===== config.mk =====
export PLATFORM = sky130hd
export DESIGN_NAME = gpia_input_dword
export DESIGN_NICKNAME = d
export VERILOG_FILES = /design/src/rtl/gpia_pkg.sv /design/src/rtl/gpia_input_byte.sv /design/src/rtl/gpia_input_dword.sv
export SDC_FILE = /design/constraint.sdc
export NUM_CORES = 1
export LEC_CHECK = 0
export BUFFER_PORTS_ARGS = -buffer_cell sky130_fd_sc_hd__buf_2
export CAP_MARGIN = 20
export CORE_MARGIN = 2
export CORE_UTILIZATION = 44
export CTS_CLUSTER_DIAMETER = 30
export DETAILED_ROUTE_END_ITERATION = 6
export GPL_ROUTABILITY_DRIVEN = 0
export PLACE_DENSITY = 0.72
export SKIP_LAST_GASP = 1
export SYNTH_ARGS = -nofsm -noshare
export SYNTH_HDL_FRONTEND = slang
export SYNTH_SLANG_ARGS = --single-unit
export TNS_END_PERCENT = 30

===== constraint.sdc =====
create_clock -name clk_i -period 1.7 [get_ports clk_i]
set_clock_uncertainty 0.05 [all_clocks]
set_input_delay 0.34 -clock clk_i [delete_from_list [all_inputs] [get_ports clk_i]]
set_output_delay 0.34 -clock clk_i [all_outputs]
set_load 0.02 [all_outputs]

===== src/rtl/gpia_pkg.sv =====
// Shared definitions for the GPIA input port: edge-mode encodings, octet
// width, and the per-octet edge-select helper.
package gpia_pkg;

  localparam int OCTET_W = 8;

  localparam logic [1:0] GPIA_EDGE_NONE = 2'b00;
  localparam logic [1:0] GPIA_EDGE_RISE = 2'b01;
  localparam logic [1:0] GPIA_EDGE_FALL = 2'b10;
  localparam logic [1:0] GPIA_EDGE_BOTH = 2'b11;

  // Select which detected transitions count as events for the given mode.
  function automatic logic [OCTET_W-1:0] edge_hit(
    input logic [1:0]         mode,
    input logic [OCTET_W-1:0] rise,
    input logic [OCTET_W-1:0] fall
  );
    case (mode)
      GPIA_EDGE_RISE: edge_hit = rise;
      GPIA_EDGE_FALL: edge_hit = fall;
      GPIA_EDGE_BOTH: edge_hit = rise | fall;
      default:        edge_hit = '0;
    endcase
  endfunction

endpackage


===== src/rtl/gpia_input_byte.sv =====
// One octet of the GPIA input port: pin synchronizer, previous-level
// register, edge detection and eight sticky event flags with
// write-1-to-clear under a single octet strobe.
module gpia_input_byte
  import gpia_pkg::*;
#(
  parameter int SYNC_STAGES = 2
) (
  input  logic               clk_i,
  input  logic               res_i,
  input  logic [OCTET_W-1:0] pins_i,
  input  logic [1:0]         mode_i,
  input  logic               arm_i,
  input  logic [OCTET_W-1:0] d_i,
  input  logic               stb_i,
  input  logic [OCTET_W-1:0] ie_i,
  output logic [OCTET_W-1:0] q_o,
  output logic [OCTET_W-1:0] evt_o,
  output logic               irq_term_o
);

  logic [SYNC_STAGES-1:0][OCTET_W-1:0] sync_q, sync_d;
  logic [OCTET_W-1:0] prev_q, prev_d;
  logic [OCTET_W-1:0] evt_q, evt_d;
  logic [OCTET_W-1:0] rise, fall, hit, clr;

  // Next state: shift the synchronizer, capture previous level, update flags.
  always_comb begin
    // NOTE: every signal gets a default first so no path leaves it unassigned (no latch).
    sync_d    = '0;
    sync_d[0] = pins_i;
    for (int k = 1; k < SYNC_STAGES; k++) begin
      sync_d[k] = sync_q[k-1];
    end
    prev_d = q_o;

    rise = q_o & ~prev_q;
    fall = ~q_o & prev_q;
    // Edges are ignored until the synchronizer and prev hold real pin data.
    hit  = arm_i ? edge_hit(mode_i, rise, fall) : '0;
    clr  = {OCTET_W{stb_i}} & d_i;
    // A new event outranks a simultaneous clear so nothing is lost.
    evt_d = hit | (evt_q & ~clr);
  end

  // State registers with synchronous reset.
  always_ff @(posedge clk_i) begin
    if (res_i) begin
      // NOTE: non-blocking assignments keep every flop sampling pre-edge values.
      sync_q <= '0;
      prev_q <= '0;
      evt_q  <= '0;
    end else begin
      sync_q <= sync_d;
      prev_q <= prev_d;
      evt_q  <= evt_d;
    end
  end

  assign q_o        = sync_q[SYNC_STAGES-1];
  assign evt_o      = evt_q;
  assign irq_term_o = |(evt_q & ie_i);

endmodule


===== src/rtl/gpia_input_dword.sv =====
// GPIA input port top level: WIDTH/8 octet slices, the shared arm counter
// that masks start-up edges, and the registered interrupt output.
// WIDTH must be a multiple of 8; SYNC_STAGES must be in 2..4.
module gpia_input_dword
  import gpia_pkg::*;
#(
  parameter int WIDTH       = 64,
  parameter int SYNC_STAGES = 2
) (
  input  logic                 clk_i,
  input  logic                 res_i,
  input  logic [WIDTH-1:0]     pins_i,
  input  logic [1:0]           mode_i,
  input  logic [WIDTH-1:0]     d_i,
  input  logic [WIDTH/8-1:0]   stb_i,
  input  logic [WIDTH-1:0]     ie_i,
  output logic [WIDTH-1:0]     q_o,
  output logic [WIDTH-1:0]     evt_o,
  output logic                 irq_o
);

  localparam int NOCT    = WIDTH / OCTET_W;
  localparam int ARM_MAX = SYNC_STAGES + 1;
  localparam int ARM_W   = $clog2(SYNC_STAGES + 2);

  logic [ARM_W-1:0] arm_cnt_q, arm_cnt_d;
  logic             arm;
  logic             irq_q, irq_d;
  logic [NOCT-1:0]  irq_terms;

  for (genvar g = 0; g < NOCT; g++) begin : g_octet
    gpia_input_byte #(
      .SYNC_STAGES(SYNC_STAGES)
    ) u_byte (
      .clk_i      (clk_i),
      .res_i      (res_i),
      .pins_i     (pins_i[g*OCTET_W +: OCTET_W]),
      .mode_i     (mode_i),
      .arm_i      (arm),
      .d_i        (d_i[g*OCTET_W +: OCTET_W]),
      .stb_i      (stb_i[g]),
      .ie_i       (ie_i[g*OCTET_W +: OCTET_W]),
      .q_o        (q_o[g*OCTET_W +: OCTET_W]),
      .evt_o      (evt_o[g*OCTET_W +: OCTET_W]),
      .irq_term_o (irq_terms[g])
    );
  end

  // Arm counter saturates once synchronizer and prev are filled; combine irq terms.
  always_comb begin
    arm       = (arm_cnt_q == ARM_W'(ARM_MAX));
    arm_cnt_d = arm ? arm_cnt_q : arm_cnt_q + 1'b1;
    irq_d     = |irq_terms;
  end

  // Arm counter and interrupt registers with synchronous reset.
  always_ff @(posedge clk_i) begin
    if (res_i) begin
      arm_cnt_q <= '0;
      irq_q     <= 1'b0;
    end else begin
      arm_cnt_q <= arm_cnt_d;
      irq_q     <= irq_d;
    end
  end

  assign irq_o = irq_q;

endmodule


==> results of run 1 <==
power by group:
part,switching [mW],leakage [nW],internal [mW]
clock,3.24,0.798,6.39
combinational,0.928,4.37,0.801
sequential,0.157,2.12,6.32
total,4.33,7.29,13.5
through the flow:
step | setup WS (ns) | hold WS, ns | power, mW | area, sq um | instances
after floorplan | 0.2897 | 0.3638 | 7.449 | 11090 | 1209
after global placement | -0.2935 | 0.3657 | 8.136 | 13350 | 1843
after detailed placement | -0.3238 | 0.3718 | 8.182 | 13350 | 1843
after CTS | -0.03728 | 0.004615 | 17.96 | 15610 | 1990
after global routing | -0.06118 | 0.007291 | 18.48 | 15660 | 1990
final | -0.02067 | 0.01231 | 17.84 | 15670 | 1991
repair_timing:
action / in CTS / in global routing
resized for setup: 3 / 9
pin swaps: 0 / 4
hold buffers: 59 / 0
endpoints found under the setup margin: 3 / 3
endpoints found under the hold margin: 59 / 0
layer usage:
| layer | wire length, microns | global-route usage | vias to the layer above | part of all wire |
|---|---|---|---|---|
| li1 | - | - | 4797 | - |
| met1 | 14010 | 0.2999 | 4666 | 0.41 |
| met2 | 16900 | 0.4495 | 378 | 0.49 |
| met3 | 2421 | 0.05730 | 78 | 0.070 |
| met4 | 1227 | 0.09453 | 2 | 0.035 |
| met5 | 13 | 0 | - | 0.00038 |
sequential cells by signal, summed over array words and instances, names as in the netlist:
| register | flops |
|---|---|
| g_octet.u_byte.prev_q | 64 |
| irq_o | 1 |
| arm_cnt_q | 2 |
| g_octet.u_byte.q_o | 64 |
| g_octet.u_byte.evt_o | 64 |
| g_octet.u_byte.sync_d | 64 |
layout make-up:
type,instances,area (sq um)
antenna,1,2.502
tap,330,412.9
clock buffer,56,1292
timing repair buffer,434,2749
inverter,129,484.2
multi-input combinational,750,5165
fill,2037,9298
sequential,259,5189
clock inverter,32,371.6
worst paths after layout:
kind / endpoint / cells after the start / start
setup reg to reg: irq_o / 6 / g_octet[1].u_byte.evt_o[7]
hold / removal: g_octet[6].u_byte.sync_d[13] / 2 / pins_i[53]
hold reg to reg: g_octet[3].u_byte.q_o[0] / 1 / g_octet[3].u_byte.sync_d[8]
setup / recovery: evt_o[51] / 1 / g_octet[6].u_byte.evt_o[3]
cells in the final DEF, fill, tap and decap left out, types with 6 or more instances in the layout:
cell type	synthesis	layout
a21oi_1	64	64
a22o_1	73	73
a22oi_1	78	78
buf_12	0	13
buf_2	33	330
buf_4	4	31
bufinv_16	0	6
clkbuf_16	0	49
clkinv_2	0	7
clkinvlp_4	0	8
dfxtp_1	259	256
dlygate4sd3_1	0	59
ha_1	129	128
inv_1	129	129
inv_6	0	8
nand2_1	64	64
nor2_1	193	193
nor2b_1	129	128
kinds of logic (layout without fill, tap and decap cells):
family,after synthesis,after routing,share of synthesized area
AND/OR/NAND/NOR,394,394,0.1640
XOR/XNOR,1,1,0.0007902
buffers and inverters,200,651,0.07359
multiplexers,2,2,0.001806
flip-flops,259,259,0.4677
adder cells (fa/ha/maj),129,129,0.1456
AO/OA/AOI/OAI,224,224,0.1465
other,0,1,0
==> results.py, run 1 <==
metrics = {
    "clock_network": {
        "htreeDepth": 2,
        "cts_inserted_buffers": 49,
        "post-cts-setup-buffers": 0,
        "cts.sinks": 259,
        "root_buffer": "clkbuf_16",
        "clk_pin_slew_ns": 0.05,
        "cts_tree": "done",
        "insertion_delay_ns": 0.52,
        "clk_path_buf_depth": 3,
    },
    "setup_path": {
        "cp-end-kind": "output port",
        "worst-path-max-fanout": 3,
        "worstSetupPathType": "flop to output port",
        "arrival_ns": 1.33,
        "path_buf_inv": 1,
        "cp_slowest_stage_delay_ns": 0.56,
        "path_cells": "buf_2",
        "worstPathRequired_ns": 1.31,
        "startpoint_type": "flop",
        "crit_family": "flip-flops",
        "cp_slowest_cell": "dfxtp_1",
        "worst-r2r-setup-slack_ns": 0.03,
    },
    "sta": {
        "fin_tns_setup_ns": -0.02067,
        "worst_slew_pin_slew_ns": 0.4051,
        "drv_slew": 0,
        "setup_viol_count_final": 1,
        "relSlewSlack": 0.7295,
        "fin_crit_ns": 1.721,
        "hold_viol": 0,
        "min_period_over_period": 1.012,
        "rsz0062_at_grt": "true",
        "setup_ws_ns": -0.02067,
        "fmax_mhz": 581.2,
    },
    "synth": {
        "ys_seq_elements": 259,
        "synth_largest_area_cell": "dfxtp_1",
        "synth-seq-area-share": 0.4677,
        "syn_nets": 1542,
        "netlist_area_sq_um": 11090,
        "async_flop_share": 0,
        "synth.distinct_cells": 21,
        "synth-edff-count": 0,
        "avgSynthCellArea_sq_um": 9.169,
        "yosys_warnings": 0,
        "synth_top_area_frac": 0.4677,
        "synth_ff_type": "dfxtp_1",
        "synthTopCellsByArea": "dfxtp_1 (47%), ha_1 (15%), nor2b_1 (7.3%)",
        "synth_common_cells": "dfxtp_1 (259), nor2_1 (193), ha_1 (129), inv_1 (129), nor2b_1 (129)",
        "yosysMostFrequentCell": "dfxtp_1",
        "synthesis.instances": 1209,
    },
    "floorplanning": {
        "start_util": 0.4441,
        "die_h_microns": 162.7,
        "row_count": 58,
        "ios": 333,
        "die_w_microns": 162.7,
        "floorplan.die_area_sq_um": 26480,
        "core_sq_um": 24960,
    },
    "routing": {
        "drt_iter0_drc": 669,
        "routedWlPerCell_microns": 17.37,
        "drc_errors": 0,
        "first_pass_iters": 5,
        "route.vias.total": 9921,
        "drt-vias-per-instance": 4.983,
        "antenna_left": 0,
        "wirelength_mm": 34.58,
    },
    "run": {
        "maxCapViolCount": 0,
    },
    "pwr": {
        "leakagePower_nw": 7.294,
        "vdd_ir_drop_max_v": 0.0009268,
        "power.density_nw_per_um2": 1139,
    },
    "global_route": {
        "grt_antenna_before_repair": 2,
        "track_usage": 0.2539,
        "globalRoute.totalOverflow": 0,
        "grt_pass1_vias": 9810,
        "grt_pass1_wl_mm": 51.98,
        "grt_max_degree": 54,
    },
    "cells_and_area": {
        "area_delta_synth_final_pct": 41.32,
        "finalCoreUtilization": 0.6276,
        "drive_gt1_frac": 0.2843,
        "nets": 1956,
    },
    "outcome": {
        "violations": "negative setup slack",
        "outcome": "finished, violations left",
    },
    "place": {
        "numPortBuffers": 332,
        "dp.final_hpwl_mm": 24.78,
    },
    "hold_path": {
        "hp-class": "primary input to flop",
    },
}
Note: power is estimated with default switching activity, not from simulation.
==> inputs of run 2 (changes only) <==
- CORE_UTILIZATION: 44 -> 40
- PLACE_DENSITY: 0.72 -> 0.73
==> run 2 against run 1 <==
Net effect: the run now ends clean; combinational power is essentially flat; cell count rose by 2.0%; count of clock-buffer cells in the layout grew 6; global-route usage shrank 1.7 points; routed wire length up 2.7%; core utilization fell by 4.6 points; maximum frequency increased by 3.7%; worst hold slack improved by 0.028 ns; non-clock buffer count shrank 8; sequential cell count stayed put; cell area rose by 0.55%; largest power group unchanged.
==> results.py, run 2 (synthesized netlist as in run 1, its figures left out) <==
metrics = {
    "clock_network": {
        "cts.sinks": 259,
        "cts_tree": "done",
        "htreeDepth": 2,
        "insertion_delay_ns": 0.54,
        "clk_path_buf_depth": 3,
        "cts_inserted_buffers": 52,
        "root_buffer": "clkbuf_16",
        "clk_pin_slew_ns": 0.05,
    },
    "routing": {
        "routedWlPerCell_microns": 17.49,
        "route.vias.total": 9981,
        "first_pass_iters": 5,
        "antenna_left": 0,
        "wl_met1_mm": 14.53,
        "wl_met2_mm": 17.68,
        "drt-vias-per-instance": 4.917,
        "highest_layer": "met5",
        "wirelength_mm": 35.51,
        "route.met3.wl_mm": 2.190,
        "drc_errors": 0,
        "drt_iter0_drc": 630,
    },
    "setup_path": {
        "path_buf_inv": 1,
        "worst-r2r-setup-slack_ns": 0.08,
        "timing.rr.end": "g_octet[0].u_byte.evt_o[4]",
        "timing.rr.start": "g_octet[0].u_byte.q_o[4]",
        "reg2regPathDepth": 6,
        "path_depth": 1,
        "path_cells": "buf_2",
        "cp_slowest_stage_delay_ns": 0.50,
        "startpoint_type": "flop",
        "crit_family": "flip-flops",
        "cp-end-kind": "output port",
        "worstSetupPathType": "flop to output port",
        "cp_slowest_cell": "dfxtp_1",
        "worst-path-max-fanout": 3,
        "worstPathRequired_ns": 1.31,
        "arrival_ns": 1.27,
    },
    "outcome": {
        "outcome": "finished clean",
    },
    "pwr": {
        "vdd_ir_drop_max_v": 0.0007111,
        "leakagePower_nw": 7.295,
        "power.density_nw_per_um2": 1171,
    },
    "cells_and_area": {
        "mostFrequentLayoutCell": "buf_2",
        "nets": 1951,
        "finalCoreUtilization": 0.5813,
        "area_delta_synth_final_pct": 42.10,
        "stdcell_count": 2030,
        "drive_gt1_frac": 0.2764,
        "mostFrequentLayoutCells": "buf_2 (330), dfxtp_1 (258), nor2_1 (193)",
    },
    "sta": {
        "setup_ws_ns": 0.04110,
        "relSlewSlack": 0.6677,
        "worst_slew_pin_slew_ns": 0.4985,
        "setup_viol_count_final": 0,
        "fin_crit_ns": 1.659,
        "fin_tns_setup_ns": 0,
        "hold_viol": 0,
        "min_period_over_period": 0.9758,
        "drv_slew": 0,
        "fmax_mhz": 602.8,
        "whs_ns": 0.04050,
        "rsz0062_at_grt": "true",
    },
    "floorplanning": {
        "core_sq_um": 27100,
        "die_w_microns": 170.5,
        "floorplan.die_area_sq_um": 29060,
        "die_h_microns": 170.5,
        "start_util": 0.4090,
        "ios": 333,
        "row_count": 60,
    },
    "run": {
        "maxCapViolCount": 0,
    },
    "global_route": {
        "globalRoute.totalOverflow": 0,
        "grt_antenna_before_repair": 3,
        "track_usage": 0.2368,
        "grt_pass1_wl_mm": 52.78,
        "grt_pass1_vias": 9950,
        "grt_max_degree": 51,
    },
    "hold_path": {
        "hp-class": "primary input to flop",
        "holdPathStages": 2,
        "min_to": "g_octet[3].u_byte.sync_d[13]",
        "min_from": "pins_i[29]",
    },
    "place": {
        "dp_cells": 1873,
        "numPortBuffers": 332,
        "dp.final_hpwl_mm": 25.60,
        "pre_cts_slack_ns": -0.1902,
    },
}
## run 2: final cells by class
class,instances,area [sq um]
tap,372,465.4
clock buffer,62,1379
multi-input combinational,750,5134
clock inverter,31,415.4
inverter,129,484.2
sequential,259,5186
fill,2284,11350
antenna,1,2.502
timing repair buffer,426,2686
## run 2: worst max path at each step
stage                               start                    endpoint
6_report       g_octet[4].u_byte.evt_o[2]                   evt_o[34]
5_1_grt        g_octet[4].u_byte.evt_o[2]                   evt_o[34]
4_1_cts        g_octet[6].u_byte.evt_o[5]                   evt_o[53]
3_5_place_dp                     ie_i[40]                       irq_o
3_3_place_gp                     ie_i[40]                       irq_o
2_1_floorplan    g_octet[2].u_byte.q_o[0]  g_octet[2].u_byte.evt_o[0]
## run 2: metal layers
metal,global-route usage,vias to the layer above
met1,0.2744,4694
met2,0.4279,409
met5,0,-
li1,-,4800
met4,0.08547,4
met3,0.05163,74
## run 2: metrics by stage
step / total power, mW / area [sq um]
6_report: 18.45 / 15750
3_5_place_dp: 8.169 / 13300
5_1_grt: 19.07 / 15750
4_1_cts: 18.58 / 15730
3_3_place_gp: 8.123 / 13300
2_1_floorplan: 7.449 / 11090
## run 2: power by group
part | switching [mW] | total, mW | internal (mW)
registers | 0.156 | 6.48 | 6.32
logic | 0.931 | 1.71 | 0.781
clock network | 3.28 | 10.3 | 6.98
total | 4.36 | 18.5 | 14.1
## run 2: timing repair
item	CTS	global route
hold buffers	63	0
pin swaps	0	1
hold endpoints to repair	63	0
endpoints found under the setup margin	2	3
setup buffers	0	0
gates resized for setup	2	4
